**src/rtl/alu_pkg.sv**
```systemverilog
// Shared definitions for the ALU and its request arbiter.
package alu_pkg;

    localparam int DATA_W      = 32;
    localparam int ALU_OP_W    = 4;
    localparam int NUM_REQ     = 2;
    localparam int ALU_OP_LAST = 9;

    typedef enum logic [ALU_OP_W-1:0] {
        ALU_ADD  = 4'd0,
        ALU_SUB  = 4'd1,
        ALU_SLT  = 4'd2,
        ALU_SLTU = 4'd3,
        ALU_XOR  = 4'd4,
        ALU_OR   = 4'd5,
        ALU_AND  = 4'd6,
        ALU_SLL  = 4'd7,
        ALU_SRL  = 4'd8,
        ALU_SRA  = 4'd9
    } alu_op_e;

    typedef enum logic {
        SLOT_EMPTY = 1'b0,
        SLOT_FULL  = 1'b1
    } slot_state_e;

    // Codes above the last defined op are reserved; the ALU returns 0 for them.
    function automatic logic is_reserved_op(input logic [ALU_OP_W-1:0] op);
        return op > ALU_OP_W'(ALU_OP_LAST);
    endfunction

endpackage

```
**src/rtl/alu_arbiter_if.sv**
```systemverilog
// Request/response handshake bundle between the requesters and alu_arbiter.
interface alu_arbiter_if;
    import alu_pkg::*;

    logic [NUM_REQ-1:0]               i_req_valid;
    logic [NUM_REQ-1:0]               o_req_ready;
    logic [NUM_REQ-1:0][DATA_W-1:0]   i_req_op_a;
    logic [NUM_REQ-1:0][DATA_W-1:0]   i_req_op_b;
    logic [NUM_REQ-1:0][ALU_OP_W-1:0] i_req_alu_op;
    logic [NUM_REQ-1:0]               o_rsp_valid;
    logic [NUM_REQ-1:0]               i_rsp_ready;
    logic [DATA_W-1:0]                o_rsp_data;
    logic                             o_rsp_err;

    // Requester side
    modport master (
        output i_req_valid, i_req_op_a, i_req_op_b, i_req_alu_op, i_rsp_ready,
        input  o_req_ready, o_rsp_valid, o_rsp_data, o_rsp_err
    );

    // Arbiter side
    modport slave (
        input  i_req_valid, i_req_op_a, i_req_op_b, i_req_alu_op, i_rsp_ready,
        output o_req_ready, o_rsp_valid, o_rsp_data, o_rsp_err
    );

endinterface

```
**src/rtl/alu_arbiter_rr_arbiter2.sv**
```systemverilog
// Two-way round-robin arbiter, purely combinational.
module rr_arbiter2 (
    input  logic [1:0] req,
    input  logic       enable,
    input  logic       last_grant,
    output logic [1:0] grant
);

    // Lone requester wins; on conflict the one not served last wins.
    always_comb begin
        grant = 2'b00;
        if (enable) begin
            case (req)
                2'b01:   grant = 2'b01;
                2'b10:   grant = 2'b10;
                2'b11:   grant = last_grant ? 2'b01 : 2'b10;
                default: grant = 2'b00;
            endcase
        end
    end

endmodule

```
**src/rtl/alu_arbiter.sv**
```systemverilog
// Shares one combinational ALU between two requesters with a single
// registered response slot returned to the issuing requester.
module alu_arbiter
    import alu_pkg::*;
(
    input  logic                i_clk,
    input  logic                i_reset,
    alu_arbiter_if.slave        bus,
    output logic [DATA_W-1:0]   o_alu_op_a,
    output logic [DATA_W-1:0]   o_alu_op_b,
    output logic [ALU_OP_W-1:0] o_alu_op,
    input  logic [DATA_W-1:0]   i_alu_data
);

    slot_state_e       state;
    logic              slot_owner;
    logic [DATA_W-1:0] slot_data;
    logic              slot_err;
    logic              last_grant;

    logic              slot_full;
    logic              drain;
    logic              space;
    logic [1:0]        grant;
    logic              accept;
    logic              sel;

    assign slot_full = (state == SLOT_FULL);
    // Owner consumes this edge, so a new result can land in the same edge.
    assign drain     = slot_full && bus.i_rsp_ready[slot_owner] && !i_reset;
    assign space     = !slot_full || drain;

    rr_arbiter2 u_rr (
        .req        (bus.i_req_valid),
        .enable     (space && !i_reset),
        .last_grant (last_grant),
        .grant      (grant)
    );

    assign accept          = |grant;
    assign bus.o_req_ready = grant;

    // Idle ALU inputs follow the next-in-line requester to avoid toggling.
    always_comb begin
        if (grant[1])      sel = 1'b1;
        else if (grant[0]) sel = 1'b0;
        else               sel = !last_grant;
    end

    assign o_alu_op_a = bus.i_req_op_a[sel];
    assign o_alu_op_b = bus.i_req_op_b[sel];
    assign o_alu_op   = bus.i_req_alu_op[sel];

    assign bus.o_rsp_valid[0] = slot_full && (slot_owner == 1'b0) && !i_reset;
    assign bus.o_rsp_valid[1] = slot_full && (slot_owner == 1'b1) && !i_reset;
    assign bus.o_rsp_data     = slot_data;
    assign bus.o_rsp_err      = slot_err;

    // Slot FSM: capture the ALU result on accept, empty on drain.
    always_ff @(posedge i_clk) begin
        if (i_reset) begin
            state      <= SLOT_EMPTY;
            slot_owner <= 1'b0;
            slot_data  <= '0;
            slot_err   <= 1'b0;
            last_grant <= 1'b1;
        end else begin
            case (state)
                SLOT_EMPTY: begin
                    if (accept) begin
                        state      <= SLOT_FULL;
                        slot_owner <= sel;
                        slot_data  <= i_alu_data;
                        slot_err   <= is_reserved_op(bus.i_req_alu_op[sel]);
                        last_grant <= sel;
                    end
                end
                SLOT_FULL: begin
                    if (accept) begin
                        slot_owner <= sel;
                        slot_data  <= i_alu_data;
                        slot_err   <= is_reserved_op(bus.i_req_alu_op[sel]);
                        last_grant <= sel;
                    end else if (drain) begin
                        state <= SLOT_EMPTY;
                    end
                end
                default: state <= SLOT_EMPTY;
            endcase
        end
    end

endmodule

```
**src/flat_wrapper.sv**
```systemverilog
// flat-port wrapper written by rule: the top's interface ports become plain ports
module alu_arbiter_flat import alu_pkg::*;
  (i_clk, i_reset, o_alu_op_a, o_alu_op_b, o_alu_op, i_alu_data, bus_i_req_valid, bus_i_req_op_a, bus_i_req_op_b, bus_i_req_alu_op, bus_i_rsp_ready, bus_o_req_ready, bus_o_rsp_valid, bus_o_rsp_data, bus_o_rsp_err);
  alu_arbiter_if bus_i ();
  input  logic i_clk;
  input  logic i_reset;
  output logic [DATA_W-1:0] o_alu_op_a;
  output logic [DATA_W-1:0] o_alu_op_b;
  output logic [ALU_OP_W-1:0] o_alu_op;
  input  logic [DATA_W-1:0] i_alu_data;
  input wire logic [$bits(bus_i.i_req_valid)-1:0] bus_i_req_valid;
  input wire logic [$bits(bus_i.i_req_op_a)-1:0] bus_i_req_op_a;
  input wire logic [$bits(bus_i.i_req_op_b)-1:0] bus_i_req_op_b;
  input wire logic [$bits(bus_i.i_req_alu_op)-1:0] bus_i_req_alu_op;
  input wire logic [$bits(bus_i.i_rsp_ready)-1:0] bus_i_rsp_ready;
  output wire logic [$bits(bus_i.o_req_ready)-1:0] bus_o_req_ready;
  output wire logic [$bits(bus_i.o_rsp_valid)-1:0] bus_o_rsp_valid;
  output wire logic [$bits(bus_i.o_rsp_data)-1:0] bus_o_rsp_data;
  output wire logic [$bits(bus_i.o_rsp_err)-1:0] bus_o_rsp_err;
  assign bus_i.i_req_valid = bus_i_req_valid;
  assign bus_i.i_req_op_a = bus_i_req_op_a;
  assign bus_i.i_req_op_b = bus_i_req_op_b;
  assign bus_i.i_req_alu_op = bus_i_req_alu_op;
  assign bus_i.i_rsp_ready = bus_i_rsp_ready;
  assign bus_o_req_ready = bus_i.o_req_ready;
  assign bus_o_rsp_valid = bus_i.o_rsp_valid;
  assign bus_o_rsp_data = bus_i.o_rsp_data;
  assign bus_o_rsp_err = bus_i.o_rsp_err;
  alu_arbiter u_core (.i_clk(i_clk), .i_reset(i_reset), .bus(bus_i), .o_alu_op_a(o_alu_op_a), .o_alu_op_b(o_alu_op_b), .o_alu_op(o_alu_op), .i_alu_data(i_alu_data));
endmodule
```
**config.mk**
```make
export PLATFORM = sky130hd
export DESIGN_NAME = alu_arbiter_flat
export DESIGN_NICKNAME = d
export VERILOG_FILES = /design/src/rtl/alu_pkg.sv /design/src/rtl/alu_arbiter_if.sv /design/src/rtl/alu_arbiter_rr_arbiter2.sv /design/src/rtl/alu_arbiter.sv /design/src/flat_wrapper.sv
export SDC_FILE = /design/constraint.sdc
export NUM_CORES = 1
export LEC_CHECK = 0
export ABC_AREA = 1
export BUFFER_PORTS_ARGS = -buffer_cell sky130_fd_sc_hd__buf_4
export CAP_MARGIN = 10
export CORE_AREA = 2 2 108 110
export DETAILED_ROUTE_END_ITERATION = 10
export DIE_AREA = 0 0 110 112
export MAX_ROUTING_LAYER = met4
export PLACE_DENSITY_LB_ADDON = 0.05
export SYNTH_ARGS = -nofsm -noshare
export SYNTH_HDL_FRONTEND = slang
export SYNTH_SLANG_ARGS = --single-unit
export TNS_END_PERCENT = 1
```
**constraint.sdc**
```tcl
create_clock -name i_clk -period 1.95 [get_ports i_clk]
set_input_delay 0.39 -clock i_clk [delete_from_list [all_inputs] [get_ports i_clk]]
set_output_delay 0.39 -clock i_clk [all_outputs]
set_load 0.01 [all_outputs]
```
==> results of run 1 <==
## synth_stat cells
| master | n | area share, % |
|---|---|---|
| nor2_1 | 69 | 12 |
| mux2_2 | 45 | 23 |
| dfxtp_1 | 36 | 32 |
| o21ai_0 | 34 | 7.7 |
| mux2_4 | 20 | 14 |
| nand2_1 | 15 | 2.5 |
| inv_1 | 13 | 2.2 |
| buf_2 | 8 | 1.8 |
| clkbuf_1 | 5 | 0.85 |
| a21oi_1 | 3 | 0.68 |
| buf_6 | 3 | 1.5 |
| nand2_2 | 2 | 0.56 |
| nand3_1 | 2 | 0.45 |
| a31oi_1 | 1 | 0.28 |
| nand3b_1 | 1 | 0.34 |
| nor3_1 | 1 | 0.23 |
| o211ai_1 | 1 | 0.34 |
## power groups by stage
stage               registers (mW)  logic [mW]  clock network [mW]
floorplan                    0.904       0.542                   0
global placement             0.870        1.36                   0
detailed placement           0.870        1.36                   0
CTS                          0.859        1.57               0.827
global route                 0.869        1.68               0.866
finish                       0.859        1.57               0.803
## layer usage
layer / wire (um) / track usage [%] / vias up
met5: 0 / - / -
met4: 350 / 6.33 / 0
met3: 1070 / 4.45 / 20
met2: 5500 / 29.0 / 145
met1: 4030 / 18.2 / 1309
li1: - / - / 1461
## flip-flops by register name (all words and copies together), names as in the netlist
register	flops
u_core.last_grant	1
u_core.bus.o_rsp_err	1
u_core.bus.o_rsp_data	32
u_core.slot_owner	1
u_core.slot_full	1
## worst max-delay path by stage
stage,startpoint,to
after global routing,u_core.slot_owner,o_alu_op_b[14]
final,u_core.slot_owner,o_alu_op_b[14]
after detailed placement,bus_i_rsp_ready[1],o_alu_op_b[14]
after floorplan,bus_i_rsp_ready[1],o_alu_op_a[10]
after CTS,u_core.slot_owner,o_alu_op_b[14]
after global placement,bus_i_req_valid[0],o_alu_op_b[19]
## logic make-up after synthesis
family          Yosys count
buf+inv                  29
mux                      65
simple gates             90
compound gates           39
flops                    36
## critical path, delay by kind of cell (launching register included)
kind	cells	cell delay [ps]
AOI/OAI and AO/OA	1	180
buffers and inverters	3	440
DFF	1	350
muxes	1	330
and+or+nand+nor	3	300
## per-stage QoR
step                      setup TNS, ps  setup WS, ps  instance area, sq um
final                            -19210          -315                  5190
after global routing             -23770          -384                  5190
after CTS                        -20970          -345                  5150
after detailed placement         -12940          -226                  4590
after global placement           -11090          -200                  4590
after floorplan                       0          4.24                  2220
## what timing repair did
action / 4_1_cts / 5_1_grt
endpoints found under the setup margin: 68 / 69
cloned: 4 / 1
buffers inserted: 7 / 0
gates resized for setup: 62 / 7
pin swaps: 6 / 4
## final cells by class
type,instances,area [sq um]
flip-flops and latches,36,722
multi-input cells,194,1430
well taps,143,179
inverters,13,48.8
repair buffers,307,2660
clock buffers,7,143
fillers,1096,5990
clock inverters,1,7.51
==> run_results.csv, run 1 <==
group,metric,value,unit
status,status,"finished, violations left",
status,violations,"negative setup slack",
pwr,p_switching,0.936,mW
global_route,grt_max_degree,23,
floorplan,core,11200,sq um
drt,drt.antenna.violating_nets,0,
floorplan,die_w,110,um
drt,drt-vias-per-instance,4.19,
yosys,syn_inst,259,
job,drv_cap,0,
pwr,p_int,2.30,mW
min_path,min_to,"u_core.bus.o_rsp_data[5]",
floorplan,die_h,112,um
pwr,pwr-share-clk,24.8,%
clock_network,clk_pin_slew,60,ps
worst_setup_path,crit_path_cell_trace,"nand2_2 -> a31oi_4 -> nand2_2 -> nand2_8 -> buf_12 -> buf_12 -> mux2_2 -> buf_4",
yosys,synth_area_per_cell,8.57,sq um
cells_and_area,antenna_cells,0,
yosys,synth.cell_area,2220,sq um
yosys,synth_top_family_by_area,"multiplexers",
sta,min_period,2270,ps
pwr,p_comb_share,48.7,%
pwr,powerDensity,624,nW/um^2
yosys,muxShareOfSynthArea,36.4,%
yosys,synthAdderAreaFrac,0,%
sta,report.final.slew_viol_count,0,
cells_and_area,syn_to_final_growth,134,%
yosys,synth-simple-area-share,15.8,%
sta,setup_slack,-315,ps
clock_network,clock_sinks,36,
min_path,min-delay-start,"i_alu_data[5]",
clock_network,cts_buffers,5,
clock_network,cts_tree,"yes",
clock_network,htreeDepth,2,
placement,place.gp.congestion,0.784,
global_route,gr-total-overflow,0,
drt,vias,2935,
worst_setup_path,regToRegEndpoint,"u_core.bus.o_rsp_data[21]",
drt,routedWlPerCell,15.6,um
yosys,synth_compound_area_share,8.97,%
worst_setup_path,crit_arrival,1880,ps
cells_and_area,drive_above_1_share,70.6,%
worst_setup_path,cpMaxStageDelayCell,"dfxtp_2",
worst_setup_path,crit_type,"reg2out",
floorplan,die_area,12300,sq um
global_route,grt_pass1_wl,15700,um
worst_setup_path,crit_path_end_kind,"output pin",
min_path,hold_class,"in2reg",
cells_and_area,layout_commonest_cell,"buf_4",
sta,worstMarginPinSlew,188,ps
worst_setup_path,r2r_setup_slack,320,ps
worst_setup_path,r2r-start,"u_core.slot_owner",
cells_and_area,fin_util,46.4,%
cells_and_area,final_cell_mix,"buf_4, nor2_1, buf_6",
global_route,antenna_found_initial,0,
yosys,synthXorXnorAreaFrac,0,%
yosys,synth_fp_nets,433,
cells_and_area,num-nets-final,731,
global_route,grt.total_usage,16.8,%
sta,period_share,116,%
cells_and_area,stdcell_count,701,
drt,drt-initial-drc-count,98,
placement,hpwl,8700,um
global_route,grt_pass1_vias,2910,
floorplan,boundaryPins,279,
pwr,seqPwrFrac,26.5,%
worst_setup_path,start_kind,"register",
min_path,whs_path_depth,3,
placement,port_buffers,278,
clock_network,clkLatencyLatePin,270,ps
worst_setup_path,cp_max_fo,10,
yosys,ys_ff_latch,36,
yosys,ys_seq_area_share,32.5,%
sta,fin_worst_skew,8.79,ps
floorplan,initial_core_util,19.9,%
drt,drt-total-wl,10900,um
sta,slew-limit-headroom,87.4,%
clock_network,cts-root-buf,"clkbuf_16",
worst_setup_path,ff2ff_path_depth,10,
clock_network,hold_buffers,0,
sta,hold_violations,0,
sta,max_freq,441,MHz
clock_network,clock_path_buffers,2,
yosys,synth_cell_type_count,17,
sta,rsz0062_at_grt,"yes",
pwr,power,3.24,mW
worst_setup_path,cp.required,1560,ps
pwr,p_leak,2.65,nW
drt,drc,0,
placement,post-place-cells,682,
sta,whs,334,ps
worst_setup_path,cpPeakStageDelay,350,ps
drt,drt_pass1_iterations,4,
pwr,swShare,28.9,%
floorplan,rows,39,
pwr,ir_drop,0.562,mV
yosys,yosys_warnings,0,
sta,finalSetupViolCount,68,
No activity file was read; power rests on OpenSTA's default activity.
==> inputs of run 2 (changes only) <==
--- a/config.mk
+++ b/config.mk
@@ -13,5 +13,5 @@
 export DIE_AREA = 0 0 110 112
 export MAX_ROUTING_LAYER = met4
-export PLACE_DENSITY_LB_ADDON = 0.05
+export PLACE_DENSITY_LB_ADDON = 0.2
 export SYNTH_ARGS = -nofsm -noshare
 export SYNTH_HDL_FRONTEND = slang
==> constraint.sdc (replaced) <==
create_clock -name i_clk -period 1.95 [get_ports i_clk]
set_input_delay 0.2925 -clock i_clk [delete_from_list [all_inputs] [get_ports i_clk]]
set_output_delay 0.2925 -clock i_clk [all_outputs]
set_load 0.01 [all_outputs]
==> run_results.csv, run 2 (synthesis gave the netlist of run 1 again) <==
group,metric,value,unit
sta,hold_violations,0,
drt,drt.antenna.violating_nets,0,
pwr,p_leak,2.64,nW
worst_setup_path,crit_path_cell_trace,"inv_2 -> nand2_4 -> a31oi_4 -> nand2_2 -> nand2_2 -> nand2_4 -> buf_12 -> buf_16 -> mux2_4 -> buf_6",
status,violations,"negative setup slack",
cells_and_area,largest_reg_flops,32,
drt,top_layer_used,"met4",
global_route,grt_pass1_wl,16200,um
sta,fin_worst_skew,8.94,ps
drt,drc,0,
worst_setup_path,cp_top_family,"buffers and inverters",
floorplan,die_area,12300,sq um
global_route,grt_max_degree,25,
sta,max_freq,465,MHz
clock_network,clk_pin_slew,50,ps
drt,dr_wl_met2,5690,um
floorplan,initial_core_util,19.9,%
placement,place.gp.congestion,0.830,
cells_and_area,antenna_cells,0,
job,drv_cap,0,
placement,port_buffers,278,
clock_network,clock_sinks,36,
sta,slew-limit-headroom,74.3,%
worst_setup_path,start_kind,"register",
sta,rsz0062_at_grt,"yes",
clock_network,cts-root-buf,"clkbuf_16",
sta,worstMarginPinSlew,385,ps
clock_network,cts_buffers,5,
global_route,antenna_found_initial,0,
min_path,min-delay-start,"i_reset",
status,status,"finished, violations left",
clock_network,htreeDepth,2,
worst_setup_path,crit_path_end_kind,"output pin",
placement,hpwl,9250,um
worst_setup_path,crit_type,"reg2out",
cells_and_area,drive_above_1_share,70.0,%
worst_setup_path,crit_arrival,1860,ps
drt,drt-initial-drc-count,122,
sta,finalSetupViolCount,67,
floorplan,boundaryPins,279,
sta,period_share,110,%
drt,drt-vias-per-instance,4.21,
cells_and_area,final_area,5180,sq um
drt,drt_pass1_iterations,4,
worst_setup_path,path_buf_inv,4,
cells_and_area,num-nets-final,727,
min_path,hold_class,"in2reg",
worst_setup_path,cp.required,1660,ps
worst_setup_path,cpPeakStageDelay,330,ps
worst_setup_path,r2r-start,"u_core.slot_owner",
clock_network,clock_path_buffers,2,
clock_network,hold_buffers,0,
sta,report.final.slew_viol_count,0,
placement,placed_area,4550,sq um
drt,vias,2934,
global_route,grt_pass1_vias,3083,
global_route,gr-total-overflow,0,
global_route,grt.total_usage,17.7,%
floorplan,rows,39,
pwr,powerDensity,629,nW/um^2
worst_setup_path,cp-startpoint,"u_core.slot_owner",
worst_setup_path,cpMaxStageDelayCell,"dfxtp_2",
drt,met1Wirelength,4340,um
cells_and_area,layout_commonest_cell,"buf_4",
sta,setup_slack,-198,ps
floorplan,die_h,112,um
pwr,ir_drop,0.402,mV
drt,route.met3.wl,1210,um
floorplan,die_w,110,um
clock_network,clkLatencyLatePin,280,ps
cells_and_area,final_cell_mix,"buf_4, nor2_1, buf_6",
cells_and_area,syn_to_final_growth,134,%
floorplan,core,11200,sq um
drt,routedWlPerCell,16.5,um
drt,drt-total-wl,11500,um
sta,min_period,2150,ps
worst_setup_path,cp_max_fo,6,
clock_network,cts_tree,"yes",
pwr,power,3.26,mW
## run 2: cell count changes in the layout (fill, tap and decap cells not counted), sizes merged
cell	delta
buf	-3
clkinv	+1
clkbuf	-2
inv	+1
clkinvlp	-1
## run 2: repair_timing
| action | 4_1_cts | 5_1_grt |
|---|---|---|
| cloned | 5 | 0 |
| pin swaps | 5 | 4 |
| setup endpoints to repair | 68 | 68 |
| buffers inserted | 6 | 0 |
| endpoints found under the hold margin | 0 | 0 |
| resized for setup | 74 | 4 |
## run 2: through the flow
| stage | utilization [%] | worst slack [ps] | instances | TNS, ps | hold WS, ps |
|---|---|---|---|---|---|
| after floorplan | - | 135 | 259 | 0 | 365 |
| after global placement | 40.7 | 19.3 | 678 | 0 | 485 |
| after detailed placement | 40.7 | -9.42 | 678 | -14.7 | 496 |
| after CTS | 46.2 | -230 | 697 | -13030 | 226 |
| after global routing | 46.4 | -301 | 697 | -17860 | 231 |
| final | 46.4 | -198 | 697 | -11020 | 233 |
## run 2: report_power, final
group	total (mW)	internal [mW]	switching (mW)
sequential	0.862	0.819	0.0438
clock	0.812	0.510	0.302
combinational	1.59	0.973	0.612
## run 2: final timing paths
path	endpoint	slack, ps	depth (start not counted)
worst min register to register	u_core.bus.o_rsp_data[15]	520	2
worst min-delay path	u_core.slot_full	230	2
worst max register to register	u_core.bus.o_rsp_data[10]	360	11
worst max-delay path	o_alu_op_a[18]	-200	10
## run 2: area by class of cell
| class | instances | area, sq um |
|---|---|---|
| clock buffer | 6 | 139 |
| clock inverter | 2 | 13.8 |
| fill | 1085 | 5990 |
| inverter | 13 | 48.8 |
| multi-input combinational | 194 | 1400 |
| sequential | 36 | 722 |
| tap | 143 | 179 |
| timing repair buffer | 303 | 2680 |
## run 2: routing by layer
metal	vias up	GRT usage, %
met1	1314	20.0
met4	0	5.06
met5	-	-
met3	12	5.50
li1	1455	-
met2	153	29.7
==> inputs of run 3 (changes only) <==
GPL_TIMING_DRIVEN = 0   (was not set)
==> run_results.csv, run 3 (synthesis gave the netlist of run 1 again) <==
group,metric,value,unit
placement,port_buffers,278,
floorplan,rows,39,
drt,drt_pass1_iterations,4,
cells_and_area,num-nets-final,727,
sta,max_freq,458,MHz
worst_setup_path,start_kind,"register",
pwr,power,3.18,mW
global_route,grtUsageMet1,19.6,%
min_path,min_to,"u_core.slot_full",
floorplan,initial_core_util,19.9,%
clock_network,cts-root-buf,"clkbuf_16",
sta,fin_worst_skew,5.34,ps
cells_and_area,antenna_cells,0,
floorplan,die_w,110,um
status,status,"finished, violations left",
worst_setup_path,cp_max_fo,10,
job,drv_cap,0,
worst_setup_path,crit_arrival,1890,ps
drt,drc,0,
cells_and_area,layout_commonest_cell,"buf_4",
global_route,grt_max_degree,12,
sta,min_period,2180,ps
clock_network,clock_sinks,36,
sta,hold_violations,0,
floorplan,die_h,112,um
placement,hpwl,9020,um
global_route,gr-total-overflow,0,
global_route,grt_pass1_vias,2870,
pwr,powerDensity,624,nW/um^2
pwr,p_leak,2.60,nW
clock_network,htreeDepth,2,
status,violations,"negative setup slack",
sta,period_share,112,%
global_route,grt.total_usage,16.4,%
sta,finalSetupViolCount,68,
drt,routedWlPerCell,15.9,um
min_path,hold_class,"in2reg",
worst_setup_path,crit_path_end_kind,"output pin",
drt,drt-initial-drc-count,143,
clock_network,clock_path_buffers,2,
worst_setup_path,regToRegEndpoint,"u_core.bus.o_rsp_data[11]",
cells_and_area,largest_reg_flops,32,
min_path,whs_path_depth,2,
worst_setup_path,r2r-start,"u_core.slot_owner",
floorplan,core,11200,sq um
worst_setup_path,cp.required,1660,ps
sta,report.final.slew_viol_count,0,
sta,rsz0062_at_grt,"yes",
clock_network,clkLatencyLatePin,280,ps
sta,slew-limit-headroom,73.1,%
pwr,ir_drop,0.462,mV
drt,vias,2947,
drt,drt.antenna.violating_nets,0,
worst_setup_path,crit_type,"reg2out",
cells_and_area,syn_to_final_growth,129,%
sta,worstMarginPinSlew,403,ps
worst_setup_path,r2r_setup_slack,170,ps
placement,place.gp.congestion,0.680,
global_route,busiest_layer,"met2",
drt,drt-total-wl,11100,um
global_route,antenna_found_initial,0,
clock_network,cts_buffers,5,
worst_setup_path,ff2ff_path_depth,9,
sta,setup_slack,-233,ps
cells_and_area,final_cell_mix,"buf_4, nor2_1, buf_6",
global_route,use_met2,28.3,%
drt,drt-vias-per-instance,4.23,
min_path,min-delay-start,"i_reset",
placement,pre_cts_slack,-404,ps
clock_network,cts_tree,"yes",
floorplan,boundaryPins,279,
worst_setup_path,cp-startpoint,"u_core.slot_owner",
cells_and_area,drive_above_1_share,69.3,%
clock_network,clk_pin_slew,50,ps
floorplan,die_area,12300,sq um
global_route,met3_usage,4.27,%
global_route,grt_pass1_wl,15200,um
## run 3: area by class of cell
| type | instances | area (sq um) |
|---|---|---|
| Timing Repair Buffer | 287 | 2400 |
| Buffer | 16 | 175 |
| Fill cell | 1133 | 6080 |
| Multi-Input combinational cell | 194 | 1420 |
| Clock buffer | 7 | 133 |
| Tap cell | 143 | 179 |
| Inverter | 13 | 48.8 |
| Clock inverter | 1 | 8.76 |
| Sequential cell | 36 | 724 |
## run 3: worst max-delay path, cell delays in order, from the launching register on
cell and delay (ps):
dfxtp_4 360, inv_2 50, nand2_2 60, a31oi_4 160, nand2_2 100, nand2_4 80
nand2_4 60, buf_8 140, buf_12 150, mux2_4 300, buf_6 130
## run 3: worst max path at each step
| stage | end | slack, ps |
|---|---|---|
| 2_1_floorplan | o_alu_op_a[10] | 130 |
| 3_3_place_gp | o_alu_op_a[18] | -350 |
| 3_5_place_dp | o_alu_op_a[18] | -400 |
| 4_1_cts | o_alu_op_b[9] | -280 |
| 5_1_grt | o_alu_op_a[22] | -300 |
| 6_report | o_alu_op_a[22] | -230 |
## run 3: timing repair
item                                    in CTS  in global routing
buffers inserted                             7                  1
pin swaps                                    6                  4
endpoints found under the setup margin      98                 97
hold buffers                                 0                  0
gates resized for setup                     51                 50
hold endpoints to repair                     0                  0
gates cloned                                 1                  0
## run 3: report_power, final
part	switching [mW]	internal, mW	leakage, nW	total, mW
clock network	0.301	0.477	0.0681	0.777
registers	0.0451	0.818	0.299	0.863
logic	0.602	0.932	2.23	1.53
## run 3: routing by layer
metal | part of all wire, % | up-vias
li1 | - | 1450
met1 | 39 | 1349
met2 | 51 | 143
met3 | 9.8 | 5
met4 | 0.41 | 0
met5 | 0 | -
## run 3: through the flow
stage / hold slack (ps) / util, % / TNS [ps] / cell area, sq um / cells
floorplan: 365 / - / 0 / 2220 / 259
global placement: 481 / 40.1 / -19350 / 4480 / 680
detailed placement: 492 / 40.1 / -24900 / 4480 / 680
CTS: 221 / 43.8 / -15570 / 4900 / 696
global route: 226 / 45.5 / -17430 / 5090 / 697
finish: 223 / 45.5 / -13180 / 5090 / 697
